`config.mk`:
```
export PLATFORM = sky130hd
export DESIGN_NAME = mem_bridge
export DESIGN_NICKNAME = d
export VERILOG_FILES = /design/src/rtl/mem_bridge_pkg.sv /design/src/rtl/mem_bridge_to_counter.sv /design/src/rtl/mem_bridge.sv
export SDC_FILE = /design/constraint.sdc
export NUM_CORES = 1
export LEC_CHECK = 0
export ABC_AREA = 1
export BUFFER_PORTS_ARGS = -buffer_cell sky130_fd_sc_hd__buf_2
export CAP_MARGIN = 40
export CORE_ASPECT_RATIO = 2
export CORE_MARGIN = 10
export CORE_UTILIZATION = 35
export DETAILED_ROUTE_END_ITERATION = 16
export GPL_ROUTABILITY_DRIVEN = 0
export PLACE_DENSITY = 0.58
export SETUP_SLACK_MARGIN = 0.2
export SYNTH_ARGS = -nofsm -noshare
export SYNTH_HDL_FRONTEND = slang
export SYNTH_SLANG_ARGS = --single-unit
```
`constraint.sdc`:
```
create_clock -name clk -period 4.4 [get_ports clk]
set_input_delay 0.22 -clock clk [delete_from_list [all_inputs] [get_ports clk]]
set_output_delay 0.22 -clock clk [all_outputs]
set_load 0.01 [all_outputs]
```
`src/rtl/mem_bridge_pkg.sv`:
```
// Shared types and sizing helpers for the CPU-to-SDRAM memory bridge.
package mem_bridge_pkg;

  typedef enum logic [1:0] {
    IDLE = 2'd0,
    CMD  = 2'd1,
    RSP  = 2'd2,
    ACK  = 2'd3
  } state_t;

  localparam int DEF_TO_CYC = 255;

  function automatic int cnt_width(input int to_cyc);
    return $clog2(to_cyc + 1);
  endfunction

  localparam int CNT_W = $clog2(DEF_TO_CYC + 1);

endpackage

```
`src/rtl/mem_bridge_to_counter.sv`:
```
// Saturating cycle counter with clear/enable; hit stays high from TO_CYC-1 until cleared.
module to_counter
  import mem_bridge_pkg::*;
#(
  parameter int TO_CYC = DEF_TO_CYC,
  parameter int W      = cnt_width(TO_CYC)
) (
  input  logic clk,
  input  logic rst,
  input  logic clr,
  input  logic en,
  output logic hit
);

  localparam logic [W-1:0] SAT = W'(TO_CYC);
  localparam logic [W-1:0] LIM = W'(TO_CYC - 1);

  logic [W-1:0] cnt;

  always_ff @(posedge clk or negedge rst) begin
    if (!rst)                   cnt <= '0;
    else if (clr)               cnt <= '0;
    else if (en && cnt != SAT)  cnt <= cnt + W'(1);
  end

  // Greater-or-equal so a read accepted on the limit cycle still times out in RSP.
  assign hit = (cnt >= LIM);

endmodule

```
`src/rtl/mem_bridge.sv`:
```
// Turns single-cycle CPU load/store pulses into a valid/ready memory command plus
// response, with a busy stall, one-cycle ack and a response timeout.
module mem_bridge
  import mem_bridge_pkg::*;
#(
  parameter int              bW       = 16,
  parameter int              aW       = 13,
  parameter int              MAW      = 25,
  parameter logic [MAW-1:0]  BASE     = '0,
  parameter int              TO_CYC   = 255,
  parameter logic [bW-1:0]   ERR_DATA = 16'hDEAD
) (
  input  logic           clk,
  input  logic           rst,
  input  logic           cpu_req,
  input  logic           cpu_we,
  input  logic [aW-1:0]  cpu_addr,
  input  logic [bW-1:0]  cpu_wdata,
  output logic           cpu_busy,
  output logic           cpu_ack,
  output logic           cpu_err,
  output logic [bW-1:0]  cpu_rdata,
  output logic           mem_cmd_valid,
  input  logic           mem_cmd_ready,
  output logic           mem_cmd_we,
  output logic [MAW-1:0] mem_cmd_addr,
  output logic [bW-1:0]  mem_cmd_wdata,
  input  logic           mem_rsp_valid,
  input  logic [bW-1:0]  mem_rsp_data,
  output state_t         dbg_state,
  output logic           dbg_stale
);

  state_t           state_q, state_d;
  logic             stale_q, err_q, we_q;
  logic [MAW-1:0]   addr_q;
  logic [bW-1:0]    wdata_q, rdata_q;
  logic             hit, accept, hs, rsp_done, active, to_evt;

  // Command handshake: a transfer happens in a cycle where mem_cmd_valid and
  // mem_cmd_ready are both high; until then we/addr/wdata do not change. Valid may
  // only drop without a transfer when the access times out.
  assign accept   = (state_q == IDLE) && cpu_req && !stale_q;
  assign hs       = (state_q == CMD) && mem_cmd_ready;
  assign rsp_done = (state_q == RSP) && mem_rsp_valid;
  assign active   = (state_q == CMD) || (state_q == RSP);
  assign to_evt   = active && hit && !(hs || rsp_done);

  to_counter #(.TO_CYC(TO_CYC), .W(cnt_width(TO_CYC))) u_to (
    .clk (clk),
    .rst (rst),
    .clr (accept || to_evt),
    .en  (active || stale_q),
    .hit (hit)
  );

  always_ff @(posedge clk or negedge rst) begin
    if (!rst) state_q <= IDLE;
    else      state_q <= state_d;
  end

  always_comb begin
    state_d = state_q;
    case (state_q)
      IDLE:    if (accept) state_d = CMD;
      CMD: begin
        if (hs)       state_d = we_q ? ACK : RSP;
        else if (hit) state_d = ACK;
      end
      RSP:     if (mem_rsp_valid || hit) state_d = ACK;
      ACK:     state_d = IDLE;
      default: state_d = IDLE;
    endcase
  end

  always_ff @(posedge clk or negedge rst) begin
    if (!rst) begin
      we_q    <= 1'b0;
      addr_q  <= '0;
      wdata_q <= '0;
      rdata_q <= '0;
      err_q   <= 1'b0;
      stale_q <= 1'b0;
    end else begin
      if (accept) begin
        we_q    <= cpu_we;
        addr_q  <= BASE + {{(MAW-aW){1'b0}}, cpu_addr};
        wdata_q <= cpu_wdata;
      end
      err_q <= to_evt;
      if (rsp_done)               rdata_q <= mem_rsp_data;
      else if (to_evt && !we_q)   rdata_q <= ERR_DATA;
      // A response owed to an abandoned read is swallowed, or forgotten after TO_CYC cycles.
      if (to_evt && state_q == RSP)                stale_q <= 1'b1;
      else if (stale_q && (mem_rsp_valid || hit))  stale_q <= 1'b0;
    end
  end

  assign cpu_busy      = (state_q != IDLE);
  assign cpu_ack       = (state_q == ACK);
  assign cpu_err       = err_q;
  assign cpu_rdata     = rdata_q;
  assign mem_cmd_valid = (state_q == CMD);
  assign mem_cmd_we    = we_q;
  assign mem_cmd_addr  = addr_q;
  assign mem_cmd_wdata = wdata_q;
  assign dbg_state     = state_q;
  assign dbg_stale     = stale_q;

endmodule

```
==> results.yml <==
yosys:
  synth_warnings: 0
  yosys.area_share.adder_pct: 3.15
  synthMuxAreaShare_pct: 0
  synth_largest_area_cell: "dfrtp_1"
  yosys.area_share.simple_pct: 34.3
  async_flop_share_pct: 100
  syn_area_per_cell_sq_um: 8.07
  synth.most_common_cell: "nand2_1"
  synth_compound_area_share_pct: 1.53
  netlist_area_sq_um: 2780
  yosysUniqueCellTypes: 21
  ys.flop_type: "dfrtp_1"
  synth_seq_cells: 58
  ys_seq_area_share_pct: 52.3
  synth_common_cells: "156 x nand2_1, 58 x dfrtp_1, 31 x nand3_1"
  synth_top_family_by_area: "simple AND/OR/NAND/NOR gates"
  ys_top_cells_by_area: "dfrtp_1 52%, nand2_1 21%, nand3_1 5.6%"
  syn_inst: 344
  synth_edf_count: 0
  netlist.area_leader.share_pct: 52.3
  synth-xor-area-share_pct: 0
sta:
  fmax_mhz: 407
  hold_viol: 0
  final_max_slew_viol_count: 0
  worst_slack_ns: 1.94
  fin_crit_ns: 2.46
  post-route-period-util_pct: 55.9
  worst_slew_pin_slew_ns: 0.861
  skew_ns: 0.00667
  rsz0062_at_grt: "no"
  maxSlewHeadroom_pct: 42.4
  setup_tns_ns: 0
  finalSetupViolCount: 0
setup_path:
  slowest_stage: "nand2_1"
  crit_type: "reg -> reg"
  rrSetupSlack_ns: 1.94
  worst_setup_path_end_kind: "register"
  r2r_end: "u_to.cnt[1]"
  cpLargestDelayFamily: "simple AND/OR/NAND/NOR gates"
  worst-path-buf-inv: 2
  crit_path_start_kind: "register"
  r2r_start: "dbg_state[0]"
  critPathMaxFanout: 30
  crit_required_ns: 4.64
  path_cells: "inv_1 -> ha_1 -> nand2_1 -> nand3_1 -> nor2_4 -> nor2_1 -> inv_1 -> a21oi_1"
  rr_worst_depth: 8
  cpPeakStageDelay_ns: 0.50
  crit_arrival_ns: 2.70
  crit_top_cell: "inv_1"
detailed_routing:
  num_vias: 2428
  via_per_inst: 4.44
  wl_per_cell_um: 14.2
  drtIter0Drc: 173
  drc: 0
  antenna_left: 0
  drtPass1Iterations: 5
  wl_um: 7790
worst_hold_path:
  hold_path.class: "in -> async"
place:
  io_buffers: 103
  pre_cts_slack_ns: 1.91
  dp_hpwl_um: 6000
power:
  swShare_pct: 37.7
  clock_power_share_pct: 26.9
  internal-power_mw: 1.65
  vdd_ir_drop_max_uv: 315
  p_leak_nw: 2.10
  p_comb_share_pct: 38.9
  power.density_nw_per_um2: 733
  p_sw_mw: 1.00
  p_seq_share_pct: 34.3
layout:
  area_delta_synth_final_pct: 30.5
  layout-drive-gt1-share_pct: 30.2
  nets: 507
  antenna_cells: 0
global_route:
  grt_pass1_wl_um: 13000
  grt.total_usage_pct: 12.9
  gr-total-overflow: 0
  grt_max_degree: 59
  grt_pass1_vias: 2622
  grt_antenna_before_repair: 0
clock_tree:
  numCtsBuffers: 9
  clk_path_buf_depth: 2
  post_cts_buffers: 0
  clock_sinks: 58
  cts-root-buf: "clkbuf_16"
  cts_tree: "built"
  cts.repair.resized: 0
  htreeDepth: 3
  clock_insertion_delay_worst_skew_ns: 0.32
  cts_hold_buf: 0
  path_clk_slew_ns: 0.05
job:
  drv_cap: 0
floorplanning:
  coreArea_sq_um: 7660
  rows: 45
  die_h_um: 146
  initial_core_util_pct: 36.3
  io-pin-count: 116
  dieArea_sq_um: 12100
  die_w_um: 83.0
outcome:
  status: "finished, final reports clean"
[through the flow]
| stage | util (%) | area (sq um) | cells | hold WS (ns) | power, mW |
|---|---|---|---|---|---|
| after floorplan | - | 2820 | 355 | -0.0756 | 1.55 |
| after global placement | 43.4 | 3320 | 532 | 0.415 | 1.96 |
| after detailed placement | 43.4 | 3320 | 532 | 0.421 | 1.97 |
| after CTS | 47.3 | 3620 | 547 | 0.0838 | 2.70 |
| after global routing | 47.3 | 3620 | 547 | 0.103 | 2.88 |
| final | 47.3 | 3620 | 547 | 0.0497 | 2.65 |
[state kept, by name, summed over array words and instances, names as in the netlist]
| register | cells |
|---|---|
| cpu_rdata | 16 |
| mem_cmd_wdata | 16 |
| mem_cmd_addr | 13 |
| mem_cmd_we | 1 |
| dbg_state | 2 |
| dbg_stale | 1 |
| cpu_err | 1 |
| u_to.cnt | 8 |
[cells by family (layout without fill, tap and decap cells)]
| group | after synthesis | in the layout |
|---|---|---|
| flip-flops | 58 | 58 |
| adder cells (fa/ha/maj) | 7 | 7 |
| buffers and inverters | 46 | 144 |
| other | 1 | 12 |
| AND/OR/NAND/NOR | 224 | 224 |
| AO/OA/AOI/OAI | 8 | 8 |
[power by group through the flow]
| stage | registers, mW | clock network, mW | logic (mW) |
|---|---|---|---|
| after floorplan | 1.01 | 0 | 0.541 |
| after global placement | 0.916 | 0 | 1.04 |
| after detailed placement | 0.916 | 0 | 1.06 |
| after CTS | 0.912 | 0.727 | 1.06 |
| after global routing | 0.942 | 0.752 | 1.19 |
| final | 0.910 | 0.713 | 1.03 |
[worst max-delay path by stage]
stage                       from       endpoint  slack (ns)  cells after the start
finish              dbg_state[0]    u_to.cnt[1]        1.94                      8
global route        dbg_state[0]  cpu_rdata[10]        1.69                      9
floorplan           dbg_state[0]    u_to.cnt[4]        2.72                      9
detailed placement  dbg_state[0]    u_to.cnt[1]        1.91                      8
global placement    dbg_state[0]    u_to.cnt[1]        1.97                      8
CTS                 dbg_state[0]    u_to.cnt[1]        1.91                      8
[placed cells by master, fill, tap and decap left out, types with 3 or more instances in the layout]
master       n
a21oi_1      4
buf_2      103
buf_4        3
clkbuf_1     3
clkbuf_16    9
conb_1      12
dfrtp_1     58
ha_1         7
inv_1       23
nand2_1    156
nand2_2      3
nand3_1     31
nand4_1      4
nor2_1      14
o21ai_0      3
or2_2       12
[per-layer routing]
| layer | vias up | wire length, um | track usage (%) |
|---|---|---|---|
| met5 | - | 0 | 0 |
| met4 | 0 | 110 | 5.05 |
| met3 | 9 | 523 | 4.37 |
| met2 | 69 | 4220 | 22.8 |
| met1 | 1110 | 2930 | 13.5 |
| li1 | 1240 | - | - |
[cell type report]
cell class	instances	area (sq um)
clock inverter	3	65.1
timing repair buffer	106	538
inverter	23	86.3
clock buffer	12	236
multi-input combinational	251	1130
tap	94	118
sequential	58	1450
fill	801	4040
Note: power is estimated with default switching activity, not from simulation.
